===== config.mk =====
export PLATFORM = sky130hd
export DESIGN_NAME = peripheral_mpram_wb_slave
export DESIGN_NICKNAME = d
export VERILOG_FILES = /design/src/rtl/peripheral_mpram_wb_pkg.sv /design/src/rtl/peripheral_mpram_wb_burst_adr.sv /design/src/rtl/peripheral_mpram_wb_slave.sv
export SDC_FILE = /design/constraint.sdc
export NUM_CORES = 1
export LEC_CHECK = 0
export BUFFER_PORTS_ARGS = -buffer_cell sky130_fd_sc_hd__buf_2
export CAP_MARGIN = 25
export CELL_PAD_IN_SITES_DETAIL_PLACEMENT = 0
export CELL_PAD_IN_SITES_GLOBAL_PLACEMENT = 1
export CORE_MARGIN = 5
export CORE_UTILIZATION = 21
export CTS_BUF_LIST = sky130_fd_sc_hd__clkbuf_8
export CTS_CLUSTER_SIZE = 25
export DETAILED_ROUTE_END_ITERATION = 6
export PLACE_DENSITY = 0.95
export SLEW_MARGIN = 15
export SYNTH_ARGS = -nofsm -noshare
export SYNTH_HDL_FRONTEND = slang
export SYNTH_SLANG_ARGS = --single-unit

===== constraint.sdc =====
create_clock -name clk -period 3.19 [get_ports clk]
set_input_delay 0.1595 -clock clk [delete_from_list [all_inputs] [get_ports clk]]
set_output_delay 0.1595 -clock clk [all_outputs]
set_load 0.005 [all_outputs]

===== src/rtl/peripheral_mpram_wb_pkg.sv =====
`default_nettype none
// ----------------------------------------------------------------------------
// peripheral_mpram_wb_pkg: Wishbone cycle/burst type codes and slave FSM states
// rev 1.0
// ----------------------------------------------------------------------------
package peripheral_mpram_wb_pkg;

  localparam logic [2:0] CTI_CLASSIC = 3'b000;
  localparam logic [2:0] CTI_CONST   = 3'b001;
  localparam logic [2:0] CTI_INCR    = 3'b010;
  localparam logic [2:0] CTI_END     = 3'b111;

  localparam logic [1:0] BTE_LINEAR  = 2'b00;
  localparam logic [1:0] BTE_WRAP4   = 2'b01;
  localparam logic [1:0] BTE_WRAP8   = 2'b10;
  localparam logic [1:0] BTE_WRAP16  = 2'b11;

  typedef logic [1:0] state_t;

  localparam state_t ST_IDLE    = 2'd0;
  localparam state_t ST_CLASSIC = 2'd1;
  localparam state_t ST_BURST   = 2'd2;

endpackage

`default_nettype wire


===== src/rtl/peripheral_mpram_wb_burst_adr.sv =====
`default_nettype none
// ----------------------------------------------------------------------------
// peripheral_mpram_wb_burst_adr: next beat word address for linear/wrap bursts
// rev 1.0
// ----------------------------------------------------------------------------
module peripheral_mpram_wb_burst_adr
  import peripheral_mpram_wb_pkg::*;
#(
  parameter int AW = 8
) (
  input  logic [AW-1:0] adr_i,
  input  logic [1:0]    bte_i,
  output logic [AW-1:0] nxt_adr_o
);

  logic [AW-1:0] inc_adr;
  logic [AW-1:0] wrap_mask;

  // Only the bits under wrap_mask count; the rest stay at the aligned block base.
  always_comb begin
    inc_adr = adr_i + AW'(1);
    case (bte_i)
      BTE_LINEAR: wrap_mask = '1;
      BTE_WRAP4:  wrap_mask = AW'(3);
      BTE_WRAP8:  wrap_mask = AW'(7);
      BTE_WRAP16: wrap_mask = AW'(15);
      default:    wrap_mask = '1;
    endcase
    nxt_adr_o = (adr_i & ~wrap_mask) | (inc_adr & wrap_mask);
  end

endmodule

`default_nettype wire


===== src/rtl/peripheral_mpram_wb_slave.sv =====
`default_nettype none
// ----------------------------------------------------------------------------
// peripheral_mpram_wb_slave: Wishbone B3 classic/burst slave for a byte-enable RAM
// rev 1.0
// ----------------------------------------------------------------------------
module peripheral_mpram_wb_slave
  import peripheral_mpram_wb_pkg::*;
#(
  parameter int DEPTH = 256,
  parameter int AW    = $clog2(DEPTH),
  parameter int DW    = 32
) (
  input  logic          clk,
  input  logic          rst_n,
  input  logic [31:0]   wb_adr_i,
  input  logic [DW-1:0] wb_dat_i,
  input  logic [3:0]    wb_sel_i,
  input  logic          wb_we_i,
  input  logic          wb_cyc_i,
  input  logic          wb_stb_i,
  input  logic [2:0]    wb_cti_i,
  input  logic [1:0]    wb_bte_i,
  output logic [DW-1:0] wb_dat_o,
  output logic          wb_ack_o,
  output logic          wb_err_o,
  output logic [3:0]    ram_we,
  output logic [DW-1:0] ram_din,
  output logic [AW-1:0] ram_waddr,
  output logic [AW-1:0] ram_raddr,
  input  logic [DW-1:0] ram_dout
);

  localparam logic [31:0] DEPTH_U = 32'(DEPTH);

  state_t        state_q, state_d;
  logic          ack_q, ack_d;
  logic          err_q, err_d;
  logic [AW-1:0] burst_adr_q, burst_adr_d;

  logic          req;
  logic          resp_ok;
  logic [29:0]   word_idx;
  logic [AW-1:0] cur_adr;
  logic [AW-1:0] nxt_adr;
  logic          cur_bad;
  logic          nxt_bad;
  logic          unused_adr_bits;

  assign req             = wb_cyc_i & wb_stb_i;
  assign word_idx        = wb_adr_i[31:2];
  assign cur_adr         = wb_adr_i[AW+1:2];
  assign cur_bad         = ({2'b00, word_idx} >= DEPTH_U);
  assign nxt_bad         = ({{(32-AW){1'b0}}, nxt_adr} >= DEPTH_U);
  assign unused_adr_bits = &{1'b0, wb_adr_i[1:0]};

  peripheral_mpram_wb_burst_adr #(
    .AW (AW)
  ) u_burst_adr (
    .adr_i     (burst_adr_q),
    .bte_i     (wb_bte_i),
    .nxt_adr_o (nxt_adr)
  );

  // In BURST the current beat is always being acked, so the decision made here
  // is whether the following beat gets acked too.
  always_comb begin
    state_d     = state_q;
    ack_d       = 1'b0;
    err_d       = 1'b0;
    burst_adr_d = burst_adr_q;
    if (!req) begin
      state_d = ST_IDLE;
    end else begin
      case (state_q)
        ST_IDLE: begin
          if (cur_bad) begin
            err_d   = 1'b1;
            state_d = ST_CLASSIC;
          end else begin
            ack_d = 1'b1;
            case (wb_cti_i)
              CTI_INCR: begin
                state_d     = ST_BURST;
                burst_adr_d = cur_adr;
              end
              CTI_CLASSIC, CTI_CONST, CTI_END: state_d = ST_CLASSIC;
              default:                         state_d = ST_CLASSIC;
            endcase
          end
        end
        ST_BURST: begin
          if (wb_cti_i != CTI_INCR) begin
            state_d = ST_IDLE;
          end else if (nxt_bad) begin
            // CLASSIC holds off re-acceptance while the master sees the error.
            err_d   = 1'b1;
            state_d = ST_CLASSIC;
          end else begin
            ack_d       = 1'b1;
            burst_adr_d = nxt_adr;
          end
        end
        default: state_d = ST_IDLE;
      endcase
    end
  end

  always_ff @(posedge clk) begin
    if (!rst_n) begin
      state_q     <= ST_IDLE;
      ack_q       <= 1'b0;
      err_q       <= 1'b0;
      burst_adr_q <= '0;
    end else begin
      state_q     <= state_d;
      ack_q       <= ack_d;
      err_q       <= err_d;
      burst_adr_q <= burst_adr_d;
    end
  end

  // Responses die immediately when reset is applied, so an aborted beat never writes.
  assign resp_ok   = req & rst_n;
  assign wb_ack_o  = ack_q & resp_ok;
  assign wb_err_o  = err_q & resp_ok;
  assign ram_we    = (wb_ack_o & wb_we_i) ? wb_sel_i : 4'b0000;
  assign ram_din   = wb_dat_i;
  assign ram_waddr = (state_q == ST_BURST) ? burst_adr_q : cur_adr;
  assign ram_raddr = (state_q == ST_BURST) ? nxt_adr : cur_adr;
  assign wb_dat_o  = ram_dout;

endmodule

`default_nettype wire

* Yosys cells after proc, flatten, opt, wreduce, memory -nomap -nowiden *
Index checks and enable logic that the tools add are counted.

storage, ports and cells
  register bits = 12
  bits of input ports = 110
  output and inout bits = 86
  word-level logic and storage cells = 47

cells by class
  $add $sub $neg = 1
  $lt $le $gt $ge = 1
  eq/ne operators = 10
  muxes and demuxes = 16
  bitwise logic cells = 9
  reductions and logical operators = 6

operator list
  kind                 count
  $mux 8               5
  $pmux 8 s4           1
  $ge 30x9->1 const B  1
  $and 8x8->8          2
  $pmux 8 s2           1
  $add 8x1->8 const B  1
  $not 8->8            1
  $or 8x8->8           1
  $eq 2x2->1 const B   3
  $mux 2               3
  $ne 2x2->1 const B   3
  $and 1x1->1          5
  $reduce_and 5->1     1
  $logic_not 2->1      2
  $mux 4               1
  $pmux 2 s2           1
  $eq 3x2->1 const B   1
  $mux 1               3
  $ne 3x2->1 const B   1
  $reduce_and 3->1     1
  $eq 2x1->1 const B   1
  $ne 2x1->1 const B   1
  $pmux 1 s2           1
  $reduce_and 2->1     1
  $reduce_bool 2->1    1

* Depth between registers and ports, before layout *
Gate-level depths: netlist of run 1.

  word-level depth = 7
  depth in mapped cells = 6
  gate-level depth less buffers = 6

* Modules after synthesis *
Synthesis of run 1 repeated with hierarchy kept, for this count alone.

unflattened totals
  cell total of the unflattened synthesis = 196
  area, all modules = 1468.9 sq um

modules (own cells, without submodules)
  module                         times used  cells an instance  area an instance (sq um)  seq. area each (sq um)
  peripheral_mpram_wb_slave      1           174                1296.2                    240.2
  peripheral_mpram_wb_burst_adr  1           22                 172.7                     0.0

* Worst setup path before layout of run 1 *
OpenSTA, ideal clock, no wires.

  kind = flip-flop to flip-flop
  start point = reg state_q[0]
  end point = reg burst_adr_q[2]
  setup time = 0.123 ns
  arrival = 1.294 ns
  data required time = 3.067 ns
  setup slack = 1.773 ns
  stages on the path, launching flop included = 6
  buffers on the path = 1
  period minus slack after synthesis = 1.417 ns
  cells stage by stage = dfxtp_1 -> and2b_1 -> nand4_1 -> o21a_1 -> buf_2 -> mux2_1

on the way
  word-level cells in the longest chain between the ends = 3
  elaborated cells on any way between the ends = 8
  those cells by class = eq/ne (4); mux (1); reduce/logical (3)

RTL lines
  element                                               RTL line                          source
  from (decl)                                           peripheral_mpram_wb_slave.sv:35   state_t state_q, state_d;
  from (signal assigned)                                peripheral_mpram_wb_slave.sv:115  state_q <= state_d;
  $eq 2x2->1 / $logic_not 2->1 (equally long branches)  peripheral_mpram_wb_slave.sv:74   case (state_q)
  $ne 2x2->1 (no line), or another cell as far along    -
  $reduce_and 5->1 (no line)                            -
  to (signal assigned)                                  peripheral_mpram_wb_slave.sv:118  burst_adr_q <= burst_adr_d;
  to (decl)                                             peripheral_mpram_wb_slave.sv:38   logic [AW-1:0] burst_adr_q, burst_adr_d;

Several ways; a longest one is shown, not always the timed one.
A chain may end at the register's enable or synchronous reset.

* Worst setup path in the final report of run 1 *
  start point = reg state_q[1]
  end point = out ram_raddr[6]

on the way
  word-level cells in the longest chain between the ends = 2

RTL lines
  element     RTL line                          source
  $eq 2x2->1  peripheral_mpram_wb_slave.sv:129  assign ram_raddr = (state_q == ST_BURST) ? nxt_adr : cur_adr;
  $mux 8      peripheral_mpram_wb_slave.sv:129
  to (decl)   peripheral_mpram_wb_slave.sv:29   output logic [AW-1:0] ram_raddr,

Every way passes these cells.

==> flow_metrics.tcl, run 1 <==
set metrics [dict create \
    pin_count 196 \
    start_util_pct 21.6 \
    dp_cells 272 \
    wl_per_cell_microns 14.4 \
    grt_pass1_wl_mm 6.02 \
    synth_seq_cells 12 \
    maxSlewHeadroom_pct 63.8 \
    cts_root_buf "clkbuf_8" \
    total_power_mw 0.383 \
    syn_inst 195 \
    dp_hpwl_mm 3.37 \
    viasPerCell 4.57 \
    syn-num-nets 308 \
    r2r_slack_ns 1.39 \
    grt_max_degree 24 \
    r2r-end "burst_adr_q[3]" \
    cts_resized 0 \
    wl_met1_mm 1.43 \
    num_vias 1260 \
    skew_ns 0.00434 \
    cellPowerDensity_nw_per_um2 266 \
    postCtsSetupBuffers 0 \
    ctsHoldBuffers 0 \
    layout_min_cycle_time_ns 1.89 \
    die_w_microns 93.3 \
    peakVddDrop_mv 0.162 \
    async_flop_share_pct 0 \
    cp.arrival_ns 1.73 \
    timing.final.ws_setup_ns 1.30 \
    syn_area_sq_um 1460 \
    whs_ns 0.235 \
    maxCapViolCount 0 \
    yosysSeqAreaShare_pct 16.5 \
    worstSetupStartpoint "state_q[1]" \
    finalHoldViolations 0 \
    drt_iter0_drc 20 \
    portBuffers 65 \
    rows 30 \
    ff2ff_path_depth 5 \
    cts_tree "built" \
    hp-class "in2reg" \
    rsz0062_at_grt "no" \
    clk_pin_slew_ns 0.05 \
    grt_pass1_vias 1279 \
    outcome "complete, no violations" \
    clk_latency_ns 0.24 \
    internal_power_mw 0.296 \
    final_area_sq_um 1440 \
    drc 0 \
    final_nets 310 \
    clock_path_buffers 2 \
    slew_viol_final 0 \
    syn_to_final_growth_pct -1.20 \
    fin_crit_sh_pct 59.4 \
    first_pass_iters 4 \
    endpoint_kind "output pin" \
    coreArea_sq_um 6760 \
    wl_mm 3.97 \
    ys_warn_count 0 \
    ant_nets 0 \
    p_sw_share_pct 22.6 \
    numCtsBuffers 3 \
    synth-edff-count 0 \
    timing.fmax_ghz 0.528 \
    p_clk_share_pct 43.1 \
    drive_gt1_share_pct 37.8 \
    setup_violations 0 \
    final_cells 276 \
    synth.avg_cell_area_sq_um 7.48 \
    worst_ep_required_time_ns 3.03 \
    r2r-start "state_q[0]" \
    postLayoutCoreUtil_pct 21.3 \
    diodes 0 \
    gp_congestion 0.755 \
    route.met2.wl_mm 2.01 \
    p_comb_share_pct 17.3 \
    path_class "reg2out" \
    critPathLaunchType "flop" \
    die_h_microns 93.3 \
    switchingPower_mw 0.0864 \
    h-tree-depth 1 \
    overflow 0 \
    wl_met3_microns 417 \
    antenna_found_initial 0 \
    dp_slack_ns 1.36 \
    cp-endpoint "ram_raddr[6]" \
    dieArea_sq_um 8710 \
    power_frac_seq_pct 39.6 \
    synth_cell_types 37 \
    dpl_cell_area_sq_um 1390 \
    top_layer "met4" \
    ys.flop_type "dfxtp_1" \
    leakagePower_nw 0.753 \
    grt_use_total_pct 8.67 \
    critical_path_peak_fanout 13 \
    clock_sinks 12 \
    worstMarginPinSlew_ns 0.543 \
    tns_ns 0 \
]
## state kept, by name, summed over array words and instances (netlist names)
register,flops
ack_q,1
burst_adr_q,8
state_q,2
err_q,1
## layout by cell type (no fill, tap or decap), types with 2 or more instances in the layout
cell and count:
ha_1 3, inv_1 5, nor2_1 8, xnor2_1 2
and2_1 5, nor4_1 6, nand4_1 4, nand2b_1 2
nand2_1 32, buf_2 65, and3_1 4, clkbuf_8 4
a311o_1 3, o211a_1 2, mux2_1 3, o21ai_0 6
a31oi_1 2, dfxtp_1 12, mux2i_1 6, a211oi_1 3
or3_1 2, nand3_1 2
## metal layers
layer | vias up | global-route usage [%]
met1 | 566 | 8.19
met4 | 0 | 3.17
met3 | 24 | 2.82
met5 | - | 0
met2 | 71 | 17.1
li1 | 599 | -
## synthesized netlist by cell type (3+ instances only)
library cell	n	area share (%)
and3_1	4	1.7
nand4_1	4	1.7
ha_1	3	2.6
a211oi_1	3	1.5
buf_4	65	33
nor4_1	6	2.6
mux2_1	3	2.3
mux2i_1	6	4.1
o21ai_0	6	2.1
nor2_1	8	2.1
nand2_1	32	8.2
inv_1	5	1.3
a311o_1	3	2.1
dfxtp_1	12	16
and2_1	5	2.1
## layout make-up
| cell class | instances | area [sq um] |
|---|---|---|
| Clock buffer | 4 | 55.1 |
| Fill cell | 771 | 5320 |
| Inverter | 5 | 18.8 |
| Multi-Input combinational cell | 109 | 693 |
| Sequential cell | 12 | 240 |
| Tap cell | 80 | 100 |
| Timing Repair Buffer | 66 | 333 |
## worst min path at each step
stage                             from     endpoint  slack [ns]  cells past startpoint
after floorplan            wb_cti_i[0]   state_q[1]        0.34                      2
after global placement    wb_dat_i[11]  ram_din[11]        0.32                      0
after detailed placement  wb_dat_i[11]  ram_din[11]        0.32                      0
after CTS                  wb_cti_i[2]   state_q[1]        0.23                      3
after global routing       wb_cti_i[2]   state_q[1]        0.24                      3
final                      wb_cti_i[2]   state_q[1]        0.24                      3
## power groups by stage
stage	clock (mW)	sequential [mW]	combinational [mW]
final	0.165	0.152	0.0660
after global routing	0.180	0.152	0.0758
after CTS	0.171	0.152	0.0677
after detailed placement	0	0.155	0.0672
after global placement	0	0.155	0.0665
after floorplan	0	0.155	0.0895
## critical path, cell delays in order, from the launching register on
cell      delay (ns)
dfxtp_1         0.44
nand2b_1        0.35
a311o_1         0.45
o211a_1         0.13
buf_2           0.13
## logic make-up (layout without fill, tap and decap cells)
logic type                 after synthesis  in the layout  share of synthesized area [%]
buffers and inverters                   74             75                           36.0
AOI/OAI and AO/OA                       20             20                           10.1
and+or+nand+nor                         73             73                           25.8
muxes                                   10             10                           7.21
xor gates and xnor gates                 3              3                           1.80
adders and majority gates                3              3                           2.58
DFF                                     12             12                           16.5
No activity file was read; power rests on OpenSTA's default activity.
==> run 2: changes to the inputs <==
CORE_UTILIZATION = 17   (was 21)
PLACE_DENSITY = 0.84   (was 0.95)
clock period = 1.5 ns   (was 3.19 ns; I/O delays follow)
==> run 2 against run 1 <==
Compared with the run above: the flow now finishes with violations (setup timing); via count rose by 6.3%; global-route usage fell by 0.75 points; worst setup slack got worse by 1.4 ns; routed wire length rose by 20%; first-iteration DRC count rose to 3.2 times the previous value; non-clock buffer count rose by 21; sequential share of layout area fell by 2.1 points; clock-buffer cell count fell by 1; register-to-register slack got worse by 1.4 ns; utilization fell by 0.057 points; cell count rose by 16%; combinational power rose by 140%.
==> flow_metrics.tcl, run 2 (synthesis gave the netlist of run 1 again) <==
set metrics [dict create \
    finalHoldViolations 0 \
    hp-class "in2reg" \
    path_class "reg2out" \
    cellPowerDensity_nw_per_um2 442 \
    layout_min_cycle_time_ns 1.56 \
    use_met2_pct 13.5 \
    peakVddDrop_mv 0.183 \
    most-common-layout-cells "buf_2, nand2_1, buf_4" \
    leakagePower_nw 0.892 \
    fin_crit_sh_pct 104 \
    cp.arrival_ns 1.48 \
    maxCapViolCount 0 \
    viasPerCell 4.17 \
    outcome "finished, violations left" \
    largest_register "burst_adr_q" \
    syn_to_final_growth_pct 21.0 \
    endpoint_kind "output pin" \
    grt_pass1_vias 1236 \
    grt_pass1_wl_mm 6.28 \
    num_vias 1340 \
    ctsHoldBuffers 0 \
    maxSlewHeadroom_pct 70.4 \
    die_w_microns 103 \
    worstMarginPinSlew_ns 0.439 \
    worst_ep_required_time_ns 1.42 \
    internal_power_mw 0.582 \
    crit_slowest_cell "or3_4" \
    p_comb_share_pct 20.5 \
    slew_viol_final 0 \
    critPathLaunchType "flop" \
    tns_ns -0.110 \
    clk_pin_slew_ns 0.05 \
    ff2ff_path_depth 4 \
    portBuffers 65 \
    switchingPower_mw 0.197 \
    path_cells "nand4_4, or3_4, a31oi_4, buf_2" \
    violations "setup timing" \
    postLayoutCoreUtil_pct 21.3 \
    use_met3_pct 2.64 \
    dp_slack_ns 0.00468 \
    dieArea_sq_um 10500 \
    layout_commonest_cell "buf_2" \
    grt_use_total_pct 7.92 \
    wl_per_cell_microns 14.8 \
    n_fill_cell 929 \
    first_pass_iters 4 \
    largest_reg_flops 8 \
    drc 0 \
    cts_root_buf "clkbuf_8" \
    pin_count 196 \
    skew_ns 0.00388 \
    timing.final.ws_setup_ns -0.0584 \
    coreArea_sq_um 8300 \
    timing.fmax_ghz 0.642 \
    rows 33 \
    diodes 0 \
    dp_hpwl_mm 3.62 \
    clock_path_buffers 2 \
    drive_gt1_share_pct 53.7 \
    final_nets 331 \
    grtUsageMet1_pct 8.43 \
    p_sw_share_pct 25.3 \
    ant_nets 0 \
    r2r-start "burst_adr_q[4]" \
    numCtsBuffers 3 \
    final_cells 321 \
    rsz0062_at_grt "yes" \
    grt_max_degree 14 \
    grt.busiest_layer "met2" \
    antenna_found_initial 0 \
    dp_cells 308 \
    h-tree-depth 1 \
    power_frac_seq_pct 40.9 \
    p_clk_share_pct 38.6 \
    wl_mm 4.76 \
    drt_iter0_drc 64 \
    gp_congestion 0.745 \
    hold-path-cell-count 3 \
    critical_path_peak_fanout 4 \
    worstSetupStartpoint "burst_adr_q[4]" \
    largest_registers "burst_adr_q x8, state_q x2" \
    setup_violations 4 \
    cts_tree "built" \
    die_h_microns 103 \
    slowest_delay_ns 0.41 \
    clock_sinks 12 \
    clk_latency_ns 0.25 \
    overflow 0 \
    start_util_pct 17.6 \
    min_from "wb_cti_i[0]" \
]
-- run 2: changes by cell type in the layout (fill, tap and decap cells not counted), sizes merged --
cell    delta
buf       +20
bufbuf     +1
clkbuf     -1
-- run 2: power by group through the flow --
stage | registers, mW | clock network [mW] | logic [mW]
floorplan | 0.329 | 0 | 0.190
CTS | 0.320 | 0.306 | 0.151
global placement | 0.329 | 0 | 0.144
finish | 0.319 | 0.301 | 0.160
global route | 0.319 | 0.332 | 0.179
detailed placement | 0.329 | 0 | 0.146
-- run 2: path summary, 6_finish.rpt --
path                                        to  slack, ns
worst max-delay path              ram_raddr[7]      -0.06
worst min-delay path                state_q[1]       0.12
worst max register to register  burst_adr_q[7]          0
worst min register to register  burst_adr_q[6]       0.48
-- run 2: metrics by stage --
step | power (mW) | area (sq um) | hold slack, ns
after detailed placement | 0.475 | 1500 | 0.150
after global placement | 0.474 | 1500 | 0.150
after CTS | 0.777 | 1640 | 0.128
after global routing | 0.830 | 1760 | 0.119
after floorplan | 0.519 | 1460 | 0.231
final | 0.779 | 1760 | 0.118
-- run 2: area by class of cell --
| type | count | area [sq um] | share of cell area, % |
|---|---|---|---|
| timing repair buffer | 87 | 533 | 30.2 |
| inverter | 5 | 18.8 | 1.06 |
| sequential | 12 | 256 | 14.5 |
| multi-input combinational | 109 | 783 | 44.4 |
| clock buffer | 3 | 41.3 | 2.34 |
| tap | 105 | 131 | 7.45 |
-- run 2: worst max-delay path, delay by kind of cell, from the launching register on --
| family | cells | cell delay [ns] |
|---|---|---|
| AND/OR/NAND/NOR | 2 | 0.53 |
| flip-flops | 1 | 0.36 |
| AO/OA/AOI/OAI | 1 | 0.19 |
| buffers and inverters | 1 | 0.14 |
-- run 2: repair_timing --
item	4_1_cts	5_1_grt
setup buffers	6	3
resized for setup	13	25
pin swaps	7	3
endpoints found under the setup margin	7	17
gates cloned	1	0
-- run 2: routing by layer --
layer	up-vias	routed length (microns)
met5	-	0
met4	0	216
met3	26	544
met2	75	2330
met1	595	1670
li1	644	-
==> run 3: changes to the inputs <==
ABC_AREA = 1   (was default)
CORE_UTILIZATION = 16   (was 17)
PLACE_DENSITY = 0.83   (was 0.84)
==> run 3 against run 2 <==
Compared with the run above: the run now ends clean; clock power up 19%; worst setup slack improved by 0.14 ns; largest power group is now clock; synthesized cell count is 22% higher; critical path type unchanged; largest cell class unchanged; die area rose by 5.0%; maximum frequency increased by 9.6%; cell count is 9.7% higher; clock-buffer cell count up 1; critical path depth grew 5; clock skew increased by 0.00065 ns; global-route usage down 1.5 points.
==> flow_metrics.tcl, run 3 <==
set metrics [dict create \
    layout_min_cycle_time_ns 1.42 \
    viasPerCell 3.72 \
    overflow 0 \
    synth_xor_area_share_pct 0 \
    ys.flop_type "dfxtp_1" \
    whs_ns 0.143 \
    first_pass_iters 3 \
    critical_path_peak_fanout 3 \
    maxCapViolCount 0 \
    dieArea_sq_um 11100 \
    synth.avg_cell_area_sq_um 6.08 \
    final_cells 352 \
    most-common-layout-cells "buf_2, nor2_1, nand2_1" \
    synth_top_area_share_pct 33.7 \
    yosysTopAreaCell "buf_4" \
    slew_viol_final 0 \
    timing.fmax_ghz 0.703 \
    portBuffers 65 \
    final_area_sq_um 1570 \
    outcome "complete, no violations" \
    synth_cell_types 25 \
    timing.final.ws_setup_ns 0.0784 \
    clock_path_buffers 2 \
    ctsHoldBuffers 0 \
    clk_pin_slew_ns 0.06 \
    synth-edff-count 0 \
    rsz0062_at_grt "yes" \
    clock_sinks 12 \
    syn_to_final_growth_pct 8.38 \
    yosys-top-cells-area "buf_4, dfxtp_1, nor2_1" \
    cts_tree "built" \
    clk_latency_ns 0.24 \
    layout_commonest_cell "buf_2" \
    gp_congestion 0.746 \
    antenna_found_initial 0 \
    synthMuxAreaShare_pct 0 \
    synth_top_family_by_area "buffers and inverters" \
    diodes 0 \
    finalHoldViolations 0 \
    final_nets 358 \
    numCtsBuffers 3 \
    wl_per_cell_microns 10.2 \
    worst_ep_required_time_ns 1.42 \
    worstMarginPinSlew_ns 0.296 \
    drc 0 \
    start_util_pct 16.5 \
    ys_warn_count 0 \
    skew_ns 0.00453 \
    largest_reg_flops 8 \
    endpoint_kind "output pin" \
    cellPowerDensity_nw_per_um2 536 \
    synthTopCellsByCount "buf_4, nor2_1, nand2_1" \
    syn_area_sq_um 1450 \
    drt_iter0_drc 16 \
    largest_register "burst_adr_q" \
    h-tree-depth 1 \
    die_h_microns 105 \
    grt_max_degree 17 \
    die_w_microns 105 \
    largest_registers "burst_adr_q x8, state_q x2" \
    cts_root_buf "clkbuf_8" \
    leakagePower_nw 0.858 \
    peakVddDrop_mv 0.193 \
    dp_hpwl_mm 3.00 \
    maxSlewHeadroom_pct 80.2 \
    wl_mm 3.60 \
    critPathLaunchType "flop" \
    drive_gt1_share_pct 39.8 \
    dp_cells 346 \
    synth_compound_area_share_pct 4.58 \
    fin_crit_sh_pct 94.8 \
    yosys.area_share.simple_pct 34.1 \
    yosysSeqAreaShare_pct 16.6 \
    rows 34 \
    tns_ns 0 \
    grt_use_total_pct 6.40 \
    synth_most_common_cell "buf_4" \
    grt_pass1_wl_mm 5.93 \
    grt_pass1_vias 1319 \
    yosys.area_share.adder_pct 2.59 \
    ant_nets 0 \
    path_class "reg2out" \
    dpl_cell_area_sq_um 1420 \
    async_flop_share_pct 0 \
    hp-class "in2reg" \
    n_fill_cell 1031 \
    pin_count 196 \
    cp.arrival_ns 1.35 \
    coreArea_sq_um 8760 \
    synth_seq_cells 12 \
    setup_violations 0 \
    dp_slack_ns 0.0945 \
    syn-num-nets 351 \
    syn_inst 238 \
    num_vias 1311 \
]
[run 3: final cells by class]
type	count	area (sq um)	share of cell area, %
multi-input combinational	131	664	42.3
timing repair buffer	70	367	23.4
clock buffer	4	55.1	3.51
sequential	12	244	15.6
inverter	27	104	6.62
tap	108	135	8.61
[run 3: critical path, stage by stage (launching register included)]
cell     delay (ns)
dfxtp_2        0.36
ha_4           0.16
nand2_4        0.05
nor2_4         0.10
nand3_2        0.08
nand2_1        0.07
nand2_1        0.04
nor2_1         0.07
inv_1          0.05
buf_2          0.12
[run 3: stage by stage]
| stage | power (mW) | util [%] |
|---|---|---|
| 2_1_floorplan | 0.538 | - |
| 3_3_place_gp | 0.489 | 16.2 |
| 3_5_place_dp | 0.492 | 16.2 |
| 4_1_cts | 0.858 | 17.4 |
| 5_1_grt | 0.906 | 17.9 |
| 6_report | 0.842 | 17.9 |
[run 3: final timing paths]
path	start	end	slack, ns	cells after the start
worst max-delay path	burst_adr_q[0]	ram_raddr[6]	0.08	9
worst min-delay path	wb_cti_i[2]	state_q[1]	0.14	3
worst max register to register	burst_adr_q[0]	burst_adr_q[6]	0.28	10
worst min register to register	burst_adr_q[3]	burst_adr_q[3]	0.56	4
[run 3: power breakdown]
group / switching [mW] / internal (mW)
Clock: 0.127 / 0.232
Combinational: 0.0765 / 0.0804
Sequential: 0.00270 / 0.324
[run 3: cells by family (layout without fill, tap and decap cells)]
family,count (synthesis),after routing
buffers and inverters,95,101
AOI/OAI and AO/OA,12,12
and+or+nand+nor,116,116
DFF,12,12
adders and majority gates,3,3
[run 3: metal layers]
| metal | global-route usage, % | routed length [microns] |
|---|---|---|
| met1 | 6.95 | 1440 |
| met2 | 11.5 | 1770 |
| met3 | 2.16 | 288 |
| met4 | 2.28 | 96 |
| met5 | 0 | 0 |
[run 3: repair_timing]
action / in CTS / in global routing
gates resized for setup: 9 / 13
endpoints found under the hold margin: 0 / 0
setup buffers: 2 / 0
pin swaps: 5 / 5
endpoints found under the setup margin: 2 / 5
